## config.mk

```make
export PLATFORM = sky130hd
export DESIGN_NAME = seq_detect_ctrl
export DESIGN_NICKNAME = d
export VERILOG_FILES = /design/src/rtl/seq_detect_ctrl.sv
export SDC_FILE = /design/constraint.sdc
export NUM_CORES = 1
export LEC_CHECK = 0
export ABC_AREA = 1
export CORE_UTILIZATION = 52
export DETAILED_ROUTE_END_ITERATION = 10
export GPL_TIMING_DRIVEN = 0
export MAX_ROUTING_LAYER = met4
export PLACE_DENSITY = 0.81
export SETUP_SLACK_MARGIN = 0.5
export SYNTH_ARGS = -nofsm -noshare
export SYNTH_HDL_FRONTEND = slang
export SYNTH_SLANG_ARGS = --single-unit
```

## constraint.sdc

```tcl
create_clock -name clk -period 4.6 [get_ports clk]
set_input_delay 0.46 -clock clk [delete_from_list [all_inputs] [get_ports clk]]
set_output_delay 0.46 -clock clk [all_outputs]
set_load 0.02 [all_outputs]
```

## src/rtl/seq_detect_ctrl.sv

```systemverilog
// Configurable serial pattern detector with an IDLE/RUN/DONE run controller.
// A pattern of 1..MAX_LEN bits is loaded through a valid/ready handshake in
// IDLE; a run then counts matches on the x stream until a threshold is
// reached or stop is asserted. y is a registered one-cycle match pulse.
module seq_detect_ctrl #(
  parameter int MAX_LEN = 8,
  parameter int CNT_W   = 8,
  localparam int LEN_W  = $clog2(MAX_LEN + 1)
) (
  input  logic               clk,
  input  logic               rst,
  input  logic               cfg_valid,
  output logic               cfg_ready,
  input  logic [MAX_LEN-1:0] cfg_pattern,
  input  logic [LEN_W-1:0]   cfg_len,
  input  logic               cfg_overlap,
  input  logic [CNT_W-1:0]   cfg_thresh,
  input  logic               start,
  input  logic               stop,
  input  logic               x,
  input  logic               x_valid,
  output logic               y,
  output logic [CNT_W-1:0]   match_cnt,
  output logic               busy,
  output logic               done,
  output logic               err
);

  localparam logic [1:0] S_IDLE = 2'd0;
  localparam logic [1:0] S_RUN  = 2'd1;
  localparam logic [1:0] S_DONE = 2'd2;

  logic [1:0]         state_reg, state_next;
  logic [MAX_LEN-1:0] pat_reg,   pat_next;
  logic [LEN_W-1:0]   len_reg,   len_next;
  logic               ovl_reg,   ovl_next;
  logic [CNT_W-1:0]   thr_reg,   thr_next;
  logic [MAX_LEN-1:0] hist_reg,  hist_next;
  logic [LEN_W-1:0]   fill_reg,  fill_next;
  logic               y_reg,     y_next;
  logic [CNT_W-1:0]   cnt_reg,   cnt_next;
  logic               err_reg,   err_next;

  // Helper values for the bit arriving this cycle
  logic [MAX_LEN-1:0] len_mask;
  logic [MAX_LEN-1:0] hist_shift;
  logic [LEN_W-1:0]   fill_inc;
  logic [CNT_W-1:0]   cnt_inc;
  logic               hit;
  logic               cfg_len_ok;

  // Only the low len bits of history and pattern take part in the compare
  for (genvar gi = 0; gi < MAX_LEN; gi++) begin : g_mask
    assign len_mask[gi] = (LEN_W'(gi) < len_reg);
  end

  assign hist_shift = {hist_reg[MAX_LEN-2:0], x};
  assign fill_inc   = (fill_reg == LEN_W'(MAX_LEN)) ? fill_reg : fill_reg + LEN_W'(1);
  assign cnt_inc    = (cnt_reg == {CNT_W{1'b1}}) ? cnt_reg : cnt_reg + CNT_W'(1);
  assign hit        = x_valid && (fill_inc >= len_reg) &&
                      (((hist_shift ^ pat_reg) & len_mask) == '0);
  assign cfg_len_ok = (cfg_len != '0) && (cfg_len <= LEN_W'(MAX_LEN));

  // Next-state logic for controller, config store, history and counters
  always_comb begin
    state_next = state_reg;
    pat_next   = pat_reg;
    len_next   = len_reg;
    ovl_next   = ovl_reg;
    thr_next   = thr_reg;
    hist_next  = hist_reg;
    fill_next  = fill_reg;
    y_next     = 1'b0;
    cnt_next   = cnt_reg;
    err_next   = err_reg;
    case (state_reg)
      S_IDLE: begin
        // A config offer wins over a simultaneous start
        if (cfg_valid) begin
          if (cfg_len_ok) begin
            pat_next = cfg_pattern;
            len_next = cfg_len;
            ovl_next = cfg_overlap;
            thr_next = cfg_thresh;
            err_next = 1'b0;
          end else begin
            err_next = 1'b1;
          end
        end else if (start) begin
          if (len_reg != '0) begin
            state_next = S_RUN;
            hist_next  = '0;
            fill_next  = '0;
            cnt_next   = '0;
          end else begin
            err_next = 1'b1;
          end
        end
      end
      S_RUN: begin
        if (x_valid) begin
          hist_next = hist_shift;
          fill_next = fill_inc;
          if (hit) begin
            y_next   = 1'b1;
            cnt_next = cnt_inc;
            // Non-overlapping mode needs len fresh bits before the next match
            if (!ovl_reg) fill_next = '0;
            if ((thr_reg != '0) && (cnt_inc == thr_reg)) state_next = S_DONE;
          end
        end
        if (stop) state_next = S_DONE;
      end
      S_DONE: begin
        if (stop) begin
          state_next = S_IDLE;
        end else if (start) begin
          state_next = S_RUN;
          hist_next  = '0;
          fill_next  = '0;
          cnt_next   = '0;
        end
      end
      default: state_next = S_IDLE;
    endcase
  end

  // State registers; reset forces IDLE and invalidates the stored config
  always_ff @(posedge clk or negedge rst) begin
    if (!rst) begin
      state_reg <= S_IDLE;
      pat_reg   <= '0;
      len_reg   <= '0;
      ovl_reg   <= 1'b0;
      thr_reg   <= '0;
      hist_reg  <= '0;
      fill_reg  <= '0;
      y_reg     <= 1'b0;
      cnt_reg   <= '0;
      err_reg   <= 1'b0;
    end else begin
      state_reg <= state_next;
      pat_reg   <= pat_next;
      len_reg   <= len_next;
      ovl_reg   <= ovl_next;
      thr_reg   <= thr_next;
      hist_reg  <= hist_next;
      fill_reg  <= fill_next;
      y_reg     <= y_next;
      cnt_reg   <= cnt_next;
      err_reg   <= err_next;
    end
  end

  assign cfg_ready = (state_reg == S_IDLE);
  assign busy      = (state_reg == S_RUN);
  assign done      = (state_reg == S_DONE);
  assign y         = y_reg;
  assign match_cnt = cnt_reg;
  assign err       = err_reg;

endmodule

```

==> results of run 1 <==
cell type report:
class	instances	share of cell area, %
plain buffers	6	1.30
clock buffers	7	2.95
inverters	57	6.56
multi-input cells	257	40.1
flip-flops and latches	44	33.8
well taps	67	2.57
repair buffers	41	12.7
worst min-delay path by stage:
stage | start | to | slack [ns] | cells after the start
2_1_floorplan | rst | err | 0.16 | 0
3_5_place_dp | rst | match_cnt[2] | 0.35 | 1
3_3_place_gp | err | err | 0.48 | 2
4_1_cts | rst | match_cnt[2] | 0.01 | 1
6_report | rst | match_cnt[2] | 0.01 | 1
5_1_grt | rst | match_cnt[3] | 0.02 | 1
worst max-delay path: cells and delay by family (launching register included):
family                 cells  cell delay [ns]
and+or+nand+nor            1             0.32
buffers and inverters      3             1.01
DFF                        1             0.42
cell families after synthesis:
kind of cell / Yosys count / share of synthesized area [%]
buffers and inverters: 63 / 9.62
AND/OR/NAND/NOR: 191 / 31.4
flip-flops: 44 / 41.3
adder cells (fa/ha/maj): 7 / 3.28
XOR/XNOR: 6 / 1.97
AO/OA/AOI/OAI: 53 / 12.4
metrics by stage:
stage | instance area [um2] | setup WS (ns) | utilization (%) | power, mW | hold WS (ns)
after global placement | 3150 | 1.92 | 65.4 | 1.40 | 0.479
after CTS | 3260 | 2.07 | 67.7 | 1.71 | 0.0125
after global routing | 3260 | 1.98 | 67.7 | 1.85 | 0.0218
final | 3260 | 2.09 | 67.7 | 1.71 | 0.0129
after detailed placement | 3170 | 2.23 | 65.7 | 1.44 | 0.346
after floorplan | 2670 | 2.48 | - | 1.20 | 0.164
synth_stat cells, types with 4 or more instances:
cell type	instances	share of area [%]
xor2_1	4	1.3
dfrtp_1	44	41
nand2_2	4	0.94
ha_1	7	3.3
o21ai_1	13	2.4
o21ai_2	9	3.0
a21oi_1	6	1.1
o22ai_1	10	2.3
buf_2	4	0.75
nor2_2	7	1.6
o21ai_0	12	2.3
nand2_1	120	17
inv_2	6	0.84
inv_1	50	7.0
nor2_1	23	3.2
nand3_1	27	5.1
layer usage:
metal,vias to the layer above,wire length [um]
met3,4,237
met1,1126,2680
met2,50,2980
li1,1236,-
met5,-,0
met4,0,44
power breakdown:
part           switching, mW  internal, mW  leakage [nW]  total [mW]
clock                  0.133         0.134        0.0503       0.267
sequential             0.100         0.507         0.573       0.608
combinational          0.516         0.317         0.976       0.833
total                  0.749         0.958          1.60        1.71
cells in the final DEF, fill, tap and decap left out:
master	n
o21ai_0	12
a211oi_1	1
nor2_2	7
buf_2	5
or2_1	1
nand2_2	4
nor2_1	23
and2_1	1
inv_1	50
clkinv_1	1
nand2_4	1
o21bai_4	1
nand2_1	120
o21ai_2	9
xnor2_1	2
inv_2	6
ha_1	7
nor3_1	2
clkbuf_8	7
buf_6	2
buf_12	1
o22ai_1	10
xor2_1	4
or2_2	1
a21oi_1	6
nand3_2	2
o21ai_1	13
nand3_4	1
nor2_8	1
o21bai_1	1
nand3_1	27
clkdlybuf4s50_1	39
dfrtp_1	44
==> flow_metrics.tcl, run 1 <==
set metrics [dict create \
    hold_path.class "in -> async" \
    cts_resized 0 \
    dr.pass1.iters 4 \
    p_per_area_mw_per_mm2 523 \
    clock-sinks 44 \
    hold_buffers 0 \
    synth_edf_count 0 \
    period_share_pct 54.5 \
    path_class "reg -> out" \
    r2r_slack_ns 2.20 \
    post_cts_buffers 0 \
    synth_cell_types 30 \
    worstSetupStartpoint "state_reg[0]" \
    cp_cell_sequence "inv_1 > nor2_1 > buf_2 > clkdlybuf4s50_1" \
    rsz0062_at_grt "no" \
    max_freq_ghz 0.399 \
    drt-total-wl_um 5940 \
    setup_violations 0 \
    seq_area_frac_synth_pct 41.3 \
    multi_input_area_mm2 0.00131 \
    critPathMaxFanout 10 \
    yosysWarningCount 0 \
    grt-ovfl-total 0 \
    r2r-end "match_cnt[5]" \
    hold_viol_final 0 \
    avgRoutedWirePerCell_um 12.4 \
    grt_max_degree 36 \
    grt_busiest_layer "met2" \
    n_fill_cell 415 \
    slew_headroom_pct 63.0 \
    grt_pass1_wl_um 9970 \
    syn-mean-instance-area_um2 7.33 \
    ff2ff_path_depth 18 \
    slowest_delay_ns 0.64 \
    postSynthCellCount 364 \
    nNetsFinal 447 \
    grt_pass1_vias 2246 \
    top_level_ports 41 \
    worst_skew_pair.late_latency_ns 0.30 \
    drt-initial-drc-count 107 \
    r2r-start "fill_reg[0]" \
    start_util_pct 55.4 \
    drive_gt1_share_pct 11.7 \
    end_kind "output port" \
    crit_slowest_cell "clkdlybuf4s50_1" \
    vias 2416 \
    synth_nets 399 \
    ys_ff_latch 44 \
    antenna_found_initial 0 \
    port_buffers 40 \
    grt.met3_usage_pct 5.35 \
    clk_pin_slew_ns 0.09 \
    leakage_nw 1.60 \
    dpl.hpwl_um 4530 \
    arrival_ns 2.05 \
    dieArea_mm2 0.00542 \
    ir_drop_mv 0.297 \
    cts_buffers 5 \
    worst_ep_required_time_ns 4.14 \
    clk_path_buf_depth 2 \
    grtUsageMet1_pct 32.2 \
    fin_crit_ns 2.51 \
    crit_end "busy" \
    slew_violations 0 \
    h-tree-depth 2 \
    synthArstFlopShare_pct 100 \
    vias_per_cell 5.04 \
    areaGrowthSynthToFinish_pct 22.3 \
    cts-root-buf "clkbuf_8" \
    cts_tree "built" \
    drc 0 \
    rows 25 \
    status "finished, final reports clean" \
    die_h_um 73.6 \
    clock_skew_ns 0.0146 \
    register_area_mm2 0.00110 \
    setup_tns_ns 0 \
    gr-usage-met2_pct 40.7 \
    tightest_slew_ns 0.555 \
    synth_ff_type "dfrtp_1" \
    place.gp.congestion 0.875 \
    dieWidth_um 73.6 \
    postRouteAntennaNets 0 \
    coreArea_mm2 0.00482 \
    antenna_cells 0 \
    fin_cells 479 \
    placed_cells 472 \
    grtUsageTotal_pct 25.3 \
    maxCapViolCount 0 \
    critPathLaunchType "flip-flop" \
    synth_area_mm2 0.00267 \
]
No activity file was read; power rests on OpenSTA's default activity.
==> run 2: changes to the inputs <==
- CORE_UTILIZATION: 52 -> 49
- clock period: 4.6 -> 2.2 ns (I/O delays scaled with it)
==> flow_metrics.tcl, run 2 (synthesis results as in run 1) <==
set metrics [dict create \
    top_level_ports 41 \
    hold_viol_final 0 \
    hold_ws_ns 0.351 \
    avgRoutedWirePerCell_um 12.9 \
    status "finished with violations" \
    rows 26 \
    rsz0062_at_grt "yes" \
    cts_tree "built" \
    grt_busiest_layer "met2" \
    drt-total-wl_um 6380 \
    gr-usage-met2_pct 40.6 \
    port_buffers 40 \
    layout_commonest_cell "nand2_1" \
    leakage_nw 1.77 \
    clk_pin_slew_ns 0.08 \
    clk_path_buf_depth 2 \
    n_fill_cell 398 \
    utilization_pct 68.6 \
    final_cell_mix "nand2_1 (110), inv_1 (47), dfrtp_1 (39)" \
    max_freq_ghz 0.435 \
    setup_violations 12 \
    die_h_um 75.8 \
    antenna_cells 0 \
    critPathMaxFanout 3 \
    slew_headroom_pct 66.9 \
    arrival_ns 2.48 \
    hold_path.class "in -> async" \
    fin_crit_ns 2.30 \
    coreArea_mm2 0.00517 \
    clock-sinks 44 \
    grt_pass1_wl_um 10300 \
    grtUsageMet1_pct 29.9 \
    grt-ovfl-total 0 \
    p_per_area_mw_per_mm2 1120 \
    grt_pass1_vias 2320 \
    drive_gt1_share_pct 21.5 \
    drc 0 \
    clock_skew_ns 0.00627 \
    cts-root-buf "clkbuf_8" \
    place_area_mm2 0.00320 \
    areaGrowthSynthToFinish_pct 33.1 \
    nNetsFinal 457 \
    dieArea_mm2 0.00574 \
    vias 2528 \
    tightest_slew_ns 0.497 \
    multi_input_area_mm2 0.00145 \
    vias_per_cell 5.13 \
    maxCapViolCount 0 \
    dieWidth_um 75.8 \
    register_area_mm2 0.00111 \
    cts_buffers 5 \
    postRouteAntennaNets 0 \
    fin_cells 493 \
    antenna_found_initial 0 \
    stdcell_area_mm2 0.00355 \
    drt-initial-drc-count 152 \
    dpl.hpwl_um 4620 \
    start_util_pct 51.5 \
    dr.pass1.iters 4 \
    worst_skew_pair.late_latency_ns 0.30 \
    grt.met3_usage_pct 4.50 \
    critPathLaunchType "flip-flop" \
    ir_drop_mv 0.598 \
    h-tree-depth 2 \
    end_kind "flip-flop" \
    violations "negative setup slack" \
    slew_violations 0 \
    grtUsageTotal_pct 24.8 \
    fin_ws_ns -0.0994 \
    worst_ep_required_time_ns 2.38 \
    period_share_pct 105 \
    place.gp.congestion 0.857 \
    placed_cells 475 \
    grt_max_degree 32 \
    path_class "reg -> reg" \
]
[run 2: cell types whose count changed in the layout (fill, tap and decap cells not counted), sizes merged]
cell,change
buf,+7
clkdlybuf4s50,-5
dlymetal6s2s,+3
clkinv,+2
clkbuf,+1
clkdlybuf4s15,+1
dlygate4sd2,+1
dlygate4sd3,+1
[run 2: final cells by class]
type                            count  share of cell area (%)
Clock buffer                        6                    2.33
Clock inverter                      2                   0.282
Multi-Input combinational cell    257                    40.8
Sequential cell                    44                    31.2
Tap cell                           70                    2.47
Buffer                              6                    1.69
Inverter                           57                    6.03
Timing Repair Buffer               51                    15.2
[run 2: what timing repair did]
item,CTS,global route
cloned,1,0
endpoints found under the setup margin,38,41
pin swaps,12,13
hold buffers,1,0
buffers inserted,6,2
endpoints found under the hold margin,13,0
gates resized for setup,31,23
[run 2: critical path, stage by stage (launching register included)]
cell	delay [ns]
dfrtp_1	0.41
ha_2	0.19
xor2_1	0.14
nand2_1	0.10
inv_1	0.05
ha_1	0.26
nand2_1	0.05
inv_2	0.07
nand2_2	0.06
nand3_2	0.08
nand3_2	0.08
nor2_4	0.13
buf_6	0.10
buf_6	0.08
nand2_2	0.03
nor2_1	0.08
nand3_1	0.11
nand2_2	0.10
a21oi_2	0.05
[run 2: worst paths after layout]
kind / startpoint / to / slack, ns / depth (start not counted)
max: fill_reg[1] / state_reg[0] / -0.1 / 18
min: rst / pat_reg[7] / 0.35 / 2
max reg2reg: fill_reg[1] / state_reg[0] / -0.1 / 18
min reg2reg: err / err / 0.52 / 2
max in group asynchronous: rst / match_cnt[3] / 1.36 / 3
min in group clk: cfg_pattern[2] / pat_reg[2] / 0.46 / 3
[run 2: per-layer routing]
layer,vias up,share of wire [%]
li1,1272,-
met1,1169,42
met2,75,50
met3,12,5.5
met4,0,2.0
met5,-,0
[run 2: per-stage QoR]
step / power (mW) / setup TNS, ns / setup slack [ns]
final: 3.99 / -0.735 / -0.0994
after global routing: 4.31 / -2.84 / -0.279
after CTS: 3.88 / -0.192 / -0.0658
after detailed placement: 3.05 / -0.787 / -0.131
after global placement: 2.97 / -11.87 / -0.270
after floorplan: 2.54 / 0 / 0.129
[run 2: where the power goes]
| group | switching, mW | internal (mW) | total [mW] |
|---|---|---|---|
| Combinational | 1.26 | 0.915 | 2.17 |
| Clock | 0.278 | 0.251 | 0.529 |
| Sequential | 0.228 | 1.07 | 1.29 |
